<file path="src/rtl/pulse_emitter.sv">
// Glitch-free pulse-train generator: emits req_count pulses, each active and idle
// phase held HOLD cycles so a matching input stabilizer passes every phase.
module pulse_emitter #(
  parameter int unsigned HOLD_TIME_LOG = 4,
  parameter int unsigned CNT_WIDTH     = 8,
  parameter logic        IDLE_LEVEL    = 1'b0
) (
  input  logic                 clock,
  input  logic                 reset,
  input  logic                 req_valid,
  input  logic [CNT_WIDTH-1:0] req_count,
  output logic                 req_ready,
  output logic                 so,
  output logic                 busy,
  output logic                 done
);

  localparam int unsigned TW   = HOLD_TIME_LOG + 2;
  localparam int unsigned HOLD = (1 << HOLD_TIME_LOG) + 2;
  localparam logic [TW-1:0] HOLD_LAST = TW'(HOLD - 1);

  typedef enum logic [1:0] {
    S_IDLE,
    S_ACTIVE,
    S_GAP,
    S_FIN
  } state_t;

  state_t                 r_state;
  state_t                 w_next;
  logic [TW-1:0]          r_timer;
  logic [TW-1:0]          w_timer_nxt;
  logic [CNT_WIDTH-1:0]   r_cnt;
  logic [CNT_WIDTH-1:0]   w_cnt_nxt;
  logic                   r_so;
  logic                   r_busy;
  logic                   r_done;
  logic                   w_so_nxt;
  logic                   w_busy_nxt;
  logic                   w_done_nxt;

  // Next state, phase timer and remaining-pulse bookkeeping
  always_comb begin
    w_next      = r_state;
    w_timer_nxt = r_timer;
    w_cnt_nxt   = r_cnt;
    case (r_state)
      S_IDLE: begin
        if (req_valid) begin
          w_cnt_nxt   = req_count;
          w_timer_nxt = HOLD_LAST;
          w_next      = (req_count == '0) ? S_FIN : S_ACTIVE;
        end
      end
      S_ACTIVE: begin
        if (r_timer == '0) begin
          w_timer_nxt = HOLD_LAST;
          w_next      = S_GAP;
        end else begin
          w_timer_nxt = r_timer - TW'(1);
        end
      end
      S_GAP: begin
        if (r_timer == '0) begin
          w_cnt_nxt   = r_cnt - CNT_WIDTH'(1);
          w_timer_nxt = HOLD_LAST;
          w_next      = (r_cnt == CNT_WIDTH'(1)) ? S_FIN : S_ACTIVE;
        end else begin
          w_timer_nxt = r_timer - TW'(1);
        end
      end
      S_FIN: begin
        w_timer_nxt = '0;
        w_next      = S_IDLE;
      end
    endcase
  end

  // Outputs are decoded from the upcoming state so they register in step with it
  always_comb begin
    w_so_nxt   = IDLE_LEVEL;
    w_busy_nxt = 1'b0;
    w_done_nxt = 1'b0;
    if (w_next == S_ACTIVE) w_so_nxt = ~IDLE_LEVEL;
    if (w_next != S_IDLE)   w_busy_nxt = 1'b1;
    if (w_next == S_FIN)    w_done_nxt = 1'b1;
  end

  always_ff @(posedge clock) begin
    if (reset) begin
      r_state <= S_IDLE;
      r_timer <= '0;
      r_cnt   <= '0;
      r_so    <= IDLE_LEVEL;
      r_busy  <= 1'b0;
      r_done  <= 1'b0;
    end else begin
      r_state <= w_next;
      r_timer <= w_timer_nxt;
      r_cnt   <= w_cnt_nxt;
      r_so    <= w_so_nxt;
      r_busy  <= w_busy_nxt;
      r_done  <= w_done_nxt;
    end
  end

  assign req_ready = (r_state == S_IDLE);
  assign so        = r_so;
  assign busy      = r_busy;
  assign done      = r_done;

endmodule

</file>
<file path="config.mk">
export PLATFORM = sky130hd
export DESIGN_NAME = pulse_emitter
export DESIGN_NICKNAME = d
export VERILOG_FILES = /design/src/rtl/pulse_emitter.sv
export SDC_FILE = /design/constraint.sdc
export NUM_CORES = 1
export LEC_CHECK = 0
export CAP_MARGIN = 20
export CORE_ASPECT_RATIO = 1.25
export CORE_MARGIN = 8
export CORE_UTILIZATION = 35
export DETAILED_ROUTE_END_ITERATION = 16
export SLEW_MARGIN = 20
export SYNTH_ARGS = -nofsm -noshare
export SYNTH_HDL_FRONTEND = slang
export SYNTH_SLANG_ARGS = --single-unit
export TNS_END_PERCENT = 30
</file>
<file path="constraint.sdc">
create_clock -name clock -period 1.96 [get_ports clock]
set_input_delay 0.392 -clock clock [delete_from_list [all_inputs] [get_ports clock]]
set_output_delay 0.392 -clock clock [all_outputs]
set_load 0.1 [all_outputs]
</file>
==> results.toml, run 1 <==
[synth]
synth-edff-count = 0
async_reset_ff_share_pct = 0
avgSynthCellArea_um2 = 7.927
synthCells = 155
yosysTopAreaCell = "dfxtp_1"
ys_warn_count = 0
synth_top_area_share_pct = 30.96
syn_nets = 174
yosysSeqAreaShare_pct = 30.96
synth_most_common_cell = "dfxtp_1"
synth_ff_type = "dfxtp_1"
ys_ff_latch = 19
synth_area_um2 = 1229
synth_cell_types = 41
netlist_top_cells_area = "dfxtp_1 31%, ha_1 8.1%, nor2_1 4.9%"
synth.cells.most_frequent = "19 x dfxtp_1, 16 x nor2_1, 11 x inv_1"

[setup_path]
r2r_slack_ps = 60
arrival_ps = 2050
path_max_fanout = 8
ff2ff_path_depth = 6
path_class = "reg -> reg"
r2r-start = "r_timer[0]"
worst-endpoint-required_ps = 2110
cp-end-kind = "register"
r2r-end = "done"
start_kind = "register"

[pwr]
cellPowerDensity_nw_per_um2 = 1360
ir_drop_uv = 817.3
power.share.sequential_pct = 28.7
intPower_uw = 1099
netSwitchingFraction_pct = 47.15
power.switching_uw = 981.0
p_total_uw = 2080
clock_power_share_pct = 13.2
combPwrFrac_pct = 58.0
leakage_uw = 0.0006344

[grt]
grtUsageTotal_pct = 12.32
antenna_found_initial = 0
grt_pass1_wl_mm = 5.388
grt_overflow = 0
grt_pass1_vias = 1162
grt_max_degree = 14

[sta]
slew_violations = 0
finalSetupViolCount = 0
worst_slew_pin_slew_ps = 491.7
finalHoldViolCount = 0
fin_tns_setup_ps = 0
post-route-period-util_pct = 96.93
fin_hold_ws_ps = 479.9
skew_ps = 6.112
layout_min_cycle_time_ps = 1900
max_freq_mhz = 526.4
rsz0062_at_grt = "true"
maxSlewHeadroom_pct = 67.15

[placed_design]
placed_area_um2 = 1463
place_congestion = 0.8232
dp.cells = 209
hpwl_mm = 2.618
portBuffers = 14

[die]
start_util_pct = 35.89
io_pins = 15
fp-row-count = 24
die_h_um = 82.25
coreArea_um2 = 3423
die_area_um2 = 5674
fp.dieW_um = 69.00

[clocking]
clk_latency_ps = 250
hold_buffers = 0
cts_inserted_buffers = 3
clock-sinks = 19
ctsHtreeMaxLevel = 1
cts_tree = "done"
clk_path_buf_depth = 2
cts_root_buffer = "clkbuf_8"
clk_pin_slew_worst_paths_ps = 80

[cells_and_area]
finalInstanceArea_um2 = 1530
nNetsFinal = 196
fill_cells = 375
syn2layout_area_growth_pct = 24.54
drive_above_1_share_pct = 15.91
antennaDiodeCount = 0
final_cells = 215

[detailed_routing]
ant_nets = 0
drc_errors = 0
wl_per_cell_um = 15.14
drt_wl_total_mm = 3.256
via_per_inst = 5.558
via_count = 1195
drtPass1Iterations = 6
first_iter_violations = 18

[hold_path]
holdPathEnd = "r_timer[0]"
holdPathStages = 2
hp-class = "reg -> reg"
worstHoldStart = "r_timer[0]"

[status]
outcome = "finished, final reports clean"

[run]
max_cap_violations = 0
cells in the final DEF (no fill, tap or decap), types with 2 or more instances in the layout:
cell             instances
clkbuf_8                 3
nand4_1                  2
a21oi_1                  9
nor2_1                  16
dfxtp_2                  2
inv_1                    9
nand2b_1                 5
a31oi_1                  5
or3_1                    3
o31ai_1                  3
nor4_1                   5
nor2b_1                  6
clkdlybuf4s50_1         10
buf_4                   13
inv_2                    2
nand2_1                 10
xnor2_1                  2
ha_1                     6
o211ai_1                 3
a211oi_1                 2
o21ai_1                  2
dfxtp_1                 17
nand3_1                  4
o32ai_1                  2
a21o_1                   4
o21ai_0                  5
nor3_1                   3
logic make-up (layout without fill, tap and decap cells):
| logic type | Yosys count | after routing | share of synthesized area (%) |
|---|---|---|---|
| xor gates and xnor gates | 3 | 3 | 2.139 |
| adders and majority gates | 8 | 8 | 8.147 |
| and+or+nand+nor | 60 | 60 | 25.97 |
| buffers and inverters | 19 | 39 | 6.416 |
| muxes | 1 | 1 | 0.8147 |
| AOI/OAI and AO/OA | 45 | 46 | 25.56 |
| DFF | 19 | 19 | 30.96 |
worst max-delay path, stage by stage, from the launching register on:
cell	delay, ps
dfxtp_2	340
inv_2	50
ha_2	170
or4b_4	530
o21a_4	270
o221a_1	240
o211a_1	210
sequential cells by signal (all words and copies together) (netlist names):
| register | count |
|---|---|
| so | 1 |
| r_state | 2 |
| r_cnt | 8 |
| r_timer | 6 |
| busy | 1 |
| done | 1 |
worst max-delay path by stage:
stage,slack [ps],to,from
finish,60,done,r_timer[0]
global route,-30,done,r_timer[0]
CTS,7,done,r_timer[0]
detailed placement,10,done,r_timer[0]
global placement,60,r_cnt[1],r_timer[0]
floorplan,70,done,r_timer[0]
per-stage QoR:
step | setup WS, ps | util (%)
3_5_place_dp | 14.78 | 42.73
4_1_cts | 7.284 | 44.30
6_report | 60.26 | 44.70
5_1_grt | -27.78 | 44.70
2_1_floorplan | 70.18 | -
3_3_place_gp | 64.76 | 42.73
metal layers:
layer  wire [um]  global-route usage (%)  vias to the layer above
met3          78                   1.889                        7
li1            -                       -                      606
met5           0                       0                        -
met1        1322                   13.32                      564
met2        1781                   22.71                       18
met4          74                   5.231                        0
timing repair:
item                                    CTS  global route
cloned                                    0             1
pin swaps                                 0             5
gates resized for setup                   0             7
buffers inserted                          1             0
endpoints found under the hold margin     0             0
endpoints found under the setup margin    2             8
power groups by stage:
stage	registers (uW)	logic [uW]	clock network, uW
after detailed placement	600	1180	0
after global placement	595	1170	0
after floorplan	719	726	0
after global routing	613	1320	303
final	598	1210	275
after CTS	591	1210	284
area by class of cell:
type / instances / area [um2] / area share [%]
clock buffers: 3 / 41.29 / 2.698
clock inverters: 1 / 5.005 / 0.3271
inverters: 11 / 41.29 / 2.698
multi-input cells: 118 / 793.3 / 51.84
flip-flops and latches: 19 / 382.9 / 25.02
well taps: 39 / 48.80 / 3.189
repair buffers: 24 / 217.7 / 14.23
(Power assumes the default switching activity.)
==> run 2, diff against run 1 <==
--- a/config.mk
+++ b/config.mk
@@ -10,6 +10,7 @@
 export CORE_MARGIN = 8
 export CORE_UTILIZATION = 35
 export DETAILED_ROUTE_END_ITERATION = 16
+export PLACE_DENSITY = 0.64
 export SLEW_MARGIN = 20
 export SYNTH_ARGS = -nofsm -noshare
 export SYNTH_HDL_FRONTEND = slang
==> run 2 against run 1 <==
Effect of this change:
- largest cell class unchanged
- global-route usage is essentially flat
- combinational power is essentially flat
- routed wire length grew 0.74%
- setup slack lost 12 ps
- critical path type unchanged
- final cell count shrank 0.47%
==> results.toml, run 2 (synthesis results as in run 1) <==
[cells_and_area]
mostFrequentLayoutCells = "18 x dfxtp_1, 15 x nor2_1, 12 x buf_4"
largest_register_ffs = 8
top_regs = "r_cnt x8, r_timer x6, r_state x2"
syn2layout_area_growth_pct = 24.24
layout_commonest_cell = "dfxtp_1"
antennaDiodeCount = 0
nNetsFinal = 195
final_cells = 214
largest_register = "r_cnt"
drive_above_1_share_pct = 14.29
fin_util_pct = 44.59

[pwr]
ir_drop_uv = 975.5
combPwrFrac_pct = 58.0
intPower_uw = 1101
power.switching_uw = 979.9
netSwitchingFraction_pct = 47.10
leakage_uw = 0.0006255
cellPowerDensity_nw_per_um2 = 1363
power.share.sequential_pct = 28.8
clock_power_share_pct = 13.2

[setup_path]
arrival_ps = 2070
ff2ff_path_depth = 6
path_class = "reg -> reg"
cp_top_family = "compound AO/OA/AOI/OAI gates"
cp.buffers_inverters = 1
worst-endpoint-required_ps = 2120
critPathSlowestCell = "or4b_4"
path_depth = 6
worst_path_largest_cell_delay_ps = 510
path_max_fanout = 9
cp-end-kind = "register"
path_cells = "inv_1 > ha_2 > or4b_4 > o21a_4 > o221a_1 > o211a_1"
start_kind = "register"

[placed_design]
hpwl_mm = 2.555
place_congestion = 0.9296
portBuffers = 14
dp.cells = 209

[detailed_routing]
wl_per_cell_um = 15.33
via_per_inst = 5.748
via_count = 1230
drtPass1Iterations = 4
first_iter_violations = 49
drt_wl_total_mm = 3.280
drc_errors = 0
ant_nets = 0

[grt]
grt_pass1_wl_mm = 5.457
antenna_found_initial = 0
grt_pass1_vias = 1219
grt_max_degree = 13
grtUsageTotal_pct = 12.29
grt_overflow = 0

[clocking]
clk_path_buf_depth = 2
clk_pin_slew_worst_paths_ps = 80
hold_buffers = 0
cts_root_buffer = "clkbuf_8"
ctsHtreeMaxLevel = 1
cts_tree = "done"
clock-sinks = 19
cts_inserted_buffers = 3
clk_latency_ps = 260

[die]
coreArea_um2 = 3423
die_h_um = 82.25
start_util_pct = 35.89
die_area_um2 = 5674
fp.dieW_um = 69.00
fp-row-count = 24
io_pins = 15

[hold_path]
holdPathStages = 2
hp-class = "reg -> reg"

[run]
max_cap_violations = 0

[sta]
layout_min_cycle_time_ps = 1912
fin_hold_ws_ps = 470.3
post-route-period-util_pct = 97.53
worst_slew_pin_slew_ps = 491.7
slew_violations = 0
finalSetupViolCount = 0
maxSlewHeadroom_pct = 67.15
max_freq_mhz = 523.1
skew_ps = 10.50
finalHoldViolCount = 0
rsz0062_at_grt = "true"

[status]
outcome = "finished, final reports clean"
## run 2: what timing repair did
item | in CTS | in global routing
gates cloned | 0 | 1
endpoints found under the hold margin | 0 | 0
buffers inserted | 0 | 0
endpoints found under the setup margin | 1 | 9
resized for setup | 1 | 5
pin swaps | 0 | 1
## run 2: power by group through the flow
| stage | clock network [uW] | logic [uW] | registers [uW] |
|---|---|---|---|
| floorplan | 0 | 726 | 719 |
| global placement | 0 | 1170 | 595 |
| detailed placement | 0 | 1170 | 600 |
| CTS | 279 | 1180 | 591 |
| global route | 301 | 1310 | 618 |
| finish | 275 | 1210 | 599 |
## run 2: path summary, 6_finish.rpt
kind / from / endpoint / slack, ps
setup / recovery: r_timer[0] / done / 50
hold / removal: r_timer[0] / r_timer[0] / 470
setup reg to reg: r_timer[0] / done / 50
hold reg to reg: r_timer[0] / r_timer[0] / 470
## run 2: metal layers
metal  track usage [%]  share of wire, %  wire [um]  vias to the layer above
met5                 0                 0          0                        -
met4             7.042               2.6         86                        0
met3             2.564               4.0        131                        8
met2             21.05                52       1696                       33
met1             13.54                42       1365                      584
li1                  -                 -          -                      605
## run 2: per-stage QoR
step	setup TNS [ps]	area (um2)	worst slack [ps]	total power, uW
after global placement	0	1463	50.29	1766
after floorplan	0	1241	70.18	1445
final	0	1526	48.40	2080
after CTS	0	1508	13.23	2051
after global routing	-193.6	1526	-33.81	2229
after detailed placement	-10.14	1463	-10.14	1772
## run 2: worst register-to-register path: cells and delay by family (launching register included)
kind	cells	cell delay, ps
adder cells (fa/ha/maj)	1	190
AO/OA/AOI/OAI	3	740
buffers and inverters	1	50
AND/OR/NAND/NOR	1	510
flip-flops	1	330
## run 2: final cells by class
cell class / count / area, um2
well taps: 39 / 48.80
flip-flops and latches: 19 / 381.6
multi-input cells: 118 / 799.5
clock buffers: 4 / 45.04
fillers: 352 / 1897
repair buffers: 23 / 210.2
inverters: 11 / 41.29
